[config.mk]
export PLATFORM = sky130hd
export DESIGN_NAME = axis_slave_fifo
export DESIGN_NICKNAME = d
export VERILOG_FILES = /design/src/rtl/axis_slave_fifo.sv
export SDC_FILE = /design/constraint.sdc
export NUM_CORES = 1
export LEC_CHECK = 0
export ABC_AREA = 0
export CAP_MARGIN = 10
export CORE_AREA = 2 2 145 182
export CTS_CLUSTER_SIZE = 10
export DETAILED_ROUTE_END_ITERATION = 8
export DIE_AREA = 0 0 147 184
export GPL_TIMING_DRIVEN = 0
export MAX_ROUTING_LAYER = met4
export PLACE_DENSITY = 0.53
export SETUP_SLACK_MARGIN = 0.1
export SLEW_MARGIN = 20
export SYNTH_ARGS = -nofsm -noshare
export SYNTH_HDL_FRONTEND = slang
export SYNTH_SLANG_ARGS = --single-unit
[constraint.sdc]
create_clock -name clk -period 2.9 [get_ports clk]
set_input_delay 0.725 -clock clk [delete_from_list [all_inputs] [get_ports clk]]
set_output_delay 0.725 -clock clk [all_outputs]
set_load 0.02 [all_outputs]
[src/rtl/axis_slave_fifo.sv]
// axis_slave_fifo: valid/ready stream buffered in a DEPTH-entry first-word-fall-through FIFO, with a master protocol monitor.
// Latency: a beat accepted at edge N appears on data_out/out_valid after edge N (one cycle).
// Backpressure: ready is registered and loads (next level < DEPTH); a pop at full reopens ready on the following edge.
//
// Ports: clk/rst_n (async active-low); data/valid/ready upstream; data_out/out_valid/out_ready downstream;
//        level = occupancy 0..DEPTH; err_valid_drop/err_data_chg sticky monitor flags, cleared by err_clr.
// Optional macro AXIS_SLAVE_LAST_EN adds in_last/out_last (stored per entry) and pkt_cnt (entries holding last=1).
module axis_slave_fifo #(
    parameter int DATA_W = 32,
    parameter int DEPTH  = 4,
    parameter int ADDR_W = $clog2(DEPTH)
) (
    input  logic              clk,
    input  logic              rst_n,
    input  logic [DATA_W-1:0] data,
    input  logic              valid,
    output logic              ready,
    output logic [DATA_W-1:0] data_out,
    output logic              out_valid,
    input  logic              out_ready,
    output logic [ADDR_W:0]   level,
    output logic              err_valid_drop,
    output logic              err_data_chg,
    input  logic              err_clr
`ifdef AXIS_SLAVE_LAST_EN
    ,
    input  logic              in_last,
    output logic              out_last,
    output logic [ADDR_W:0]   pkt_cnt
`endif
);

`ifdef AXIS_SLAVE_LAST_EN
    localparam int MEM_W = DATA_W + 1;
`else
    localparam int MEM_W = DATA_W;
`endif

    localparam logic [ADDR_W:0] FULL_LVL = (ADDR_W+1)'(DEPTH);

    logic [MEM_W-1:0]  mem_q [DEPTH];
    logic [ADDR_W:0]   wr_ptr_q, wr_ptr_d;
    logic [ADDR_W:0]   rd_ptr_q, rd_ptr_d;
    logic [ADDR_W:0]   level_d;
    logic              ready_q, ready_d;
    logic              stall_q, stall_d;
    logic [MEM_W-1:0]  prev_word_q;
    logic              err_drop_q, err_drop_d;
    logic              err_chg_q, err_chg_d;
    logic [MEM_W-1:0]  wr_word;
    logic [MEM_W-1:0]  head_word;
    logic              push, pop;
    logic              viol_drop, viol_chg;

    // The stored word carries the last bit when enabled, so the monitor's
    // change detector covers it without extra logic.
`ifdef AXIS_SLAVE_LAST_EN
    assign wr_word = {in_last, data};
`else
    assign wr_word = data;
`endif

    assign head_word = mem_q[rd_ptr_q[ADDR_W-1:0]];

    // Extra pointer bit distinguishes full from empty; subtraction wraps naturally.
    assign level     = wr_ptr_q - rd_ptr_q;
    assign out_valid = (level != '0);
    assign data_out  = out_valid ? head_word[DATA_W-1:0] : '0;
    assign ready     = ready_q;

    assign push = valid & ready_q;
    assign pop  = out_valid & out_ready;

    assign wr_ptr_d = wr_ptr_q + (ADDR_W+1)'(push);
    assign rd_ptr_d = rd_ptr_q + (ADDR_W+1)'(pop);
    assign level_d  = wr_ptr_d - rd_ptr_d;
    // ready is computed from registered state only: out_ready influences it
    // through the next edge, never combinationally.
    assign ready_d  = (level_d < FULL_LVL);

    // Monitor: a beat stalled last cycle must be held unchanged this cycle.
    assign viol_drop  = stall_q & ~valid;
    assign viol_chg   = stall_q & valid & (wr_word != prev_word_q);
    assign stall_d    = valid & ~ready_q;
    // Set has priority over clear.
    assign err_drop_d = viol_drop | (err_drop_q & ~err_clr);
    assign err_chg_d  = viol_chg  | (err_chg_q  & ~err_clr);

    assign err_valid_drop = err_drop_q;
    assign err_data_chg   = err_chg_q;

    // Storage is not reset; occupancy is tracked by the pointers alone.
    always_ff @(posedge clk) begin
        if (push) begin
            mem_q[wr_ptr_q[ADDR_W-1:0]] <= wr_word;
        end
    end

    always_ff @(posedge clk or negedge rst_n) begin
        if (!rst_n) begin
            wr_ptr_q    <= '0;
            rd_ptr_q    <= '0;
            ready_q     <= 1'b0;
            stall_q     <= 1'b0;
            prev_word_q <= '0;
            err_drop_q  <= 1'b0;
            err_chg_q   <= 1'b0;
        end else begin
            wr_ptr_q    <= wr_ptr_d;
            rd_ptr_q    <= rd_ptr_d;
            ready_q     <= ready_d;
            stall_q     <= stall_d;
            prev_word_q <= wr_word;
            err_drop_q  <= err_drop_d;
            err_chg_q   <= err_chg_d;
        end
    end

`ifdef AXIS_SLAVE_LAST_EN
    logic [ADDR_W:0] pkt_cnt_q, pkt_cnt_d;
    logic            last_in_push, last_out_pop;

    assign out_last     = out_valid & head_word[DATA_W];
    assign last_in_push = push & in_last;
    assign last_out_pop = pop & head_word[DATA_W];
    // Simultaneous increment and decrement cancel out.
    assign pkt_cnt_d    = pkt_cnt_q + (ADDR_W+1)'(last_in_push) - (ADDR_W+1)'(last_out_pop);
    assign pkt_cnt      = pkt_cnt_q;

    always_ff @(posedge clk or negedge rst_n) begin
        if (!rst_n) begin
            pkt_cnt_q <= '0;
        end else begin
            pkt_cnt_q <= pkt_cnt_d;
        end
    end
`endif

endmodule

==> results.md <==
Worst setup path:
- The top fanout value on the critical path is 8.
- The cell type of the slowest stage on the worst timing path is dfrtp_2.
- The most numerous cell type found on the critical path is buf_12.
- For the worst flop-to-flop path, the logic depth is 16.
- The data arrival at the endpoint of the critical path is 2.46 ns.
- The end of the worst register-to-register path is ready$_DFF_PN0_.
- In this run the worst setup path begins at wr_ptr_q[0]$_DFF_PN0_.
- The worst setup path category is flip-flop to output pin.
- The required arrival time at the worst endpoint is 2.17 ns.
- STA classifies the critical path startpoint as a flip-flop.
- The critical path goes through inv_4, ha_4, fa_2, xor2_1, xnor2_1, inv_2, nor3_4, buf_12, buf_12, nor2b_1, buf_2.
- The worst setup path is captured at an output pin.
- The cell family with the largest share of critical-path delay is buffers and inverters.
- The critical register-to-register path startpoint is wr_ptr_q[0]$_DFF_PN0_.
- The number of buffers and inverters on the critical path is 5.
- For flop-to-flop paths, the worst setup slack is -0.08 ns.
- The largest single stage delay on the critical path is 0.39 ns.

Outcome:
- The final reports fail on setup timing.
- The flow ran to the end, but the final reports show violations.

Global routing:
- The maximum number of pins on one net before global-route repair is 23.
- The initial antenna violation count was 0.
- The via count of the first global-routing pass is 3,622.
- The overall global routing resource usage is 11.3%.
- The first global-routing pass estimated 21.6 mm of wire.
- Summed over all layers, the global routing overflow is 0.

STA:
- The share of the clock period used by the worst path is 110%.
- Across all hold checks on the routed design, the worst slack comes to 0.323 ns.
- The worst pin sits at a relative slew slack of 50.5%.
- The shortest clock period the worst path allows after layout is 3.19 ns.
- Setup violations remaining at the end of the flow were counted as 35.
- The final sum of negative setup slack is -8.84 ns.
- Based on the critical path, the design can be clocked at up to 0.314 GHz.
- For the pin with the worst max-slew slack, the measured transition is 0.743 ns.
- Across all setup checks in the final design, the least slack found is -0.287 ns.
- The worst setup skew after layout is 0.00622 ns.
- The number of pins with negative max-slew slack in the final report is 0.
- Setup repair after global routing could not meet its margin everywhere.
- The final hold violation count is 0.

Pwr:
- The post-route total power is 10.0 mW.
- Per report_power, the combinational group accounts for 46.4% of the total.
- In this run the power density over the cells is 1160 nW/um2.
- Internal power comes to 6.59 mW.
- The switching power is 3.42 mW.
- The share of total power dissipated in sequential elements is 31.0%.
- Net switching is 34.1% of the power.
- The worst supply voltage drop on vdd is 823 uV.
- Summed over all cells, the static leakage comes to 3.11 nW.
- The relative contribution of the clock network to total power is 22.5%.

Floorplan:
- The die is 184 um tall.
- The core region is 25,200 um2.
- The initial cell density of the core is 25.8%.
- The floorplan has 65 rows.
- The count of pins on the block boundary is 76.
- The floorplan die area is 27,000 um2.
- The die width is 147 um.

Run:
- Across the run, the number of max-cap violations was 0.

Logic synthesis:
- For this run, the number of Yosys warnings is 0.
- The fraction of registers with async set or reset after synthesis is 24.7%.
- The number of synthesized flops with an enable pin is 128.
- In this run the cell area of the synthesized design comes to 6490 um2.
- The number of unique standard cell types used by synthesis is 24.
- The synthesis-stage register bit count is 170.
- The average cell area after synthesis is 20.0 um2.
- Counting every net in the synthesized netlist gives 368.
- The part of the Yosys area used for sequential elements is 75.4%.
- Among all flip-flop cells after synthesis, the most frequent one is edfxtp_1.
- The cell count after synthesis came out at 324.

Route:
- After detailed routing, the average wire length per cell comes to 17.9 um.
- The starting DRC count in detailed routing is 245.
- The remaining design rule violation count is 0.
- In the routed layout, each cell is associated on average with a via count of 4.10.
- Once detail routing completed, the nets flagged for antenna violations numbered 0.
- For this run, the detailed router's first-pass iteration total came to 4.
- Wires add up to 14.1 mm.
- The detailed router placed 3,236 vias in this run.

Clock network:
- For this design, the sink count on the clock tree is 170.
- The number of buffers on the longest clock path is 2.
- The buffer cell driving the clock tree root is clkbuf_16.
- For the worst-skew pair, the clock arrives at the later sink with an insertion delay of 0.42 ns.
- In this run, post-CTS hold repair placed 0 buffers.
- The H-tree was split into 4 levels.
- The clock-pin transition on the worst setup and hold timing paths is 0.06 ns.
- TritonCTS built the clock tree.
- The number of buffers created by CTS is 17.

Place:
- The weighted congestion reported at the end of routability-driven placement is 0.709.
- Once detailed placement completed, the half-perimeter wirelength came to 9.77 mm.
- The number of port buffers is 75.
- The instance count after placement with tap cells included is 747.

Final layout:
- Measured on the finished design, the core utilization comes to 34.3%.
- The repair_antennas step left the layout with diodes totalling 0.
- The share of cells above drive strength 1 is 33.5%.
- Leaving out filler cells and counting taps, the final layout contains 789.
- At the end of the flow, the number of nets in the layout was 485.
- Compared with the post-synthesis result, the final layout area differs by 33.0%.

Hold path:
- The type of the most critical hold path is input pin to async pin.
## area by class of cell
class                   instances  area [um2]
fillers                      2448       16600
flip-flops and latches        170        4900
multi-input cells             133        1600
repair buffers                 98         967
clock buffers                  23         522
well taps                     335         419
plain buffers                  10         108
clock inverters                 9        80.1
inverters                      11        43.8
## cell families after synthesis
kind of cell / count (synthesis) / synth area share [%]
AO/OA/AOI/OAI: 4 / 0.366
XOR/XNOR: 38 / 5.13
adder cells (fa/ha/maj): 7 / 1.46
buffers and inverters: 21 / 1.60
flip-flops: 170 / 75.4
multiplexers: 32 / 11.1
AND/OR/NAND/NOR: 52 / 4.97
## what timing repair did
item,CTS,global route
endpoints found under the setup margin,37,36
resized for setup,188,14
setup buffers,8,0
cloned,1,1
pin swaps,4,1
## synth_stat cells, types with 2 or more instances
cell	count	area (um2)
edfxtp_1	128	3840
dfrtp_1	42	1050
xor2_1	36	315
nor2b_1	34	213
mux4_2	32	721
inv_1	11	41.3
nor4_1	8	50.1
ha_1	6	75.1
buf_2	5	25.0
buf_1	2	7.51
buf_6	2	22.5
nand2_1	2	7.51
nand4_1	2	12.5
nor2_1	2	7.51
nor3_1	2	10.0
xnor2_1	2	17.5
## flip-flops by register name, indices dropped and copies added, names as in the netlist
signal          count
err_data_chg        1
err_valid_drop      1
mem_q             128
prev_word_q        32
rd_ptr_q            3
ready               1
stall_q             1
wr_ptr_q            3
## through the flow
stage | worst slack, ns | area [um2]
2_1_floorplan | -0.573 | 6500
3_3_place_gp | -3.24 | 7670
3_5_place_dp | -0.828 | 7870
4_1_cts | -0.306 | 8570
5_1_grt | -0.419 | 8640
6_report | -0.287 | 8640
## power by group through the flow
stage | registers (mW) | logic (mW) | clock network, mW
global route | 3.14 | 5.01 | 2.42
floorplan | 3.14 | 2.32 | 0
CTS | 3.11 | 4.55 | 2.30
finish | 3.11 | 4.65 | 2.25
detailed placement | 3.16 | 4.20 | 0
global placement | 3.17 | 4.08 | 0
## placed cells by master (no fill, tap or decap), drive strengths merged
cell	Yosys	final
dfrtp	42	42
bufinv	0	1
edfxtp	128	128
nor3	3	3
inv	11	14
nand2b	1	1
xnor2	2	2
o21ai	1	1
nor2	2	2
o211ai	1	1
buf	10	67
nor2b	34	34
clkdlybuf4s50	0	40
ha	6	6
fa	1	1
nand2	2	2
xor2	36	36
o22ai	1	1
nor4	8	8
nand4	2	2
clkbuf	0	24
a21oi	1	1
clkinv	0	5
mux4	32	32
## metal layers
| metal | vias up | track usage (%) | wire, um |
|---|---|---|---|
| met1 | 1663 | 13.5 | 6000 |
| met3 | 17 | 3.60 | 701 |
| met2 | 84 | 18.3 | 7190 |
| met4 | 0 | 3.73 | 229 |
| met5 | - | - | 0 |
| li1 | 1472 | - | - |
## worst max-delay path by stage
stage | to | cells past startpoint | slack [ns]
after floorplan | mem_q[0][0]$_DFFE_PP_ | 2 | -0.57
after global placement | mem_q[0][3]$_DFFE_PP_ | 3 | -3.24
after detailed placement | data_out[19] | 10 | -0.83
after CTS | data_out[11] | 11 | -0.31
after global routing | data_out[11] | 11 | -0.42
final | data_out[13] | 11 | -0.29
Note: power is estimated with default switching activity, not from simulation.
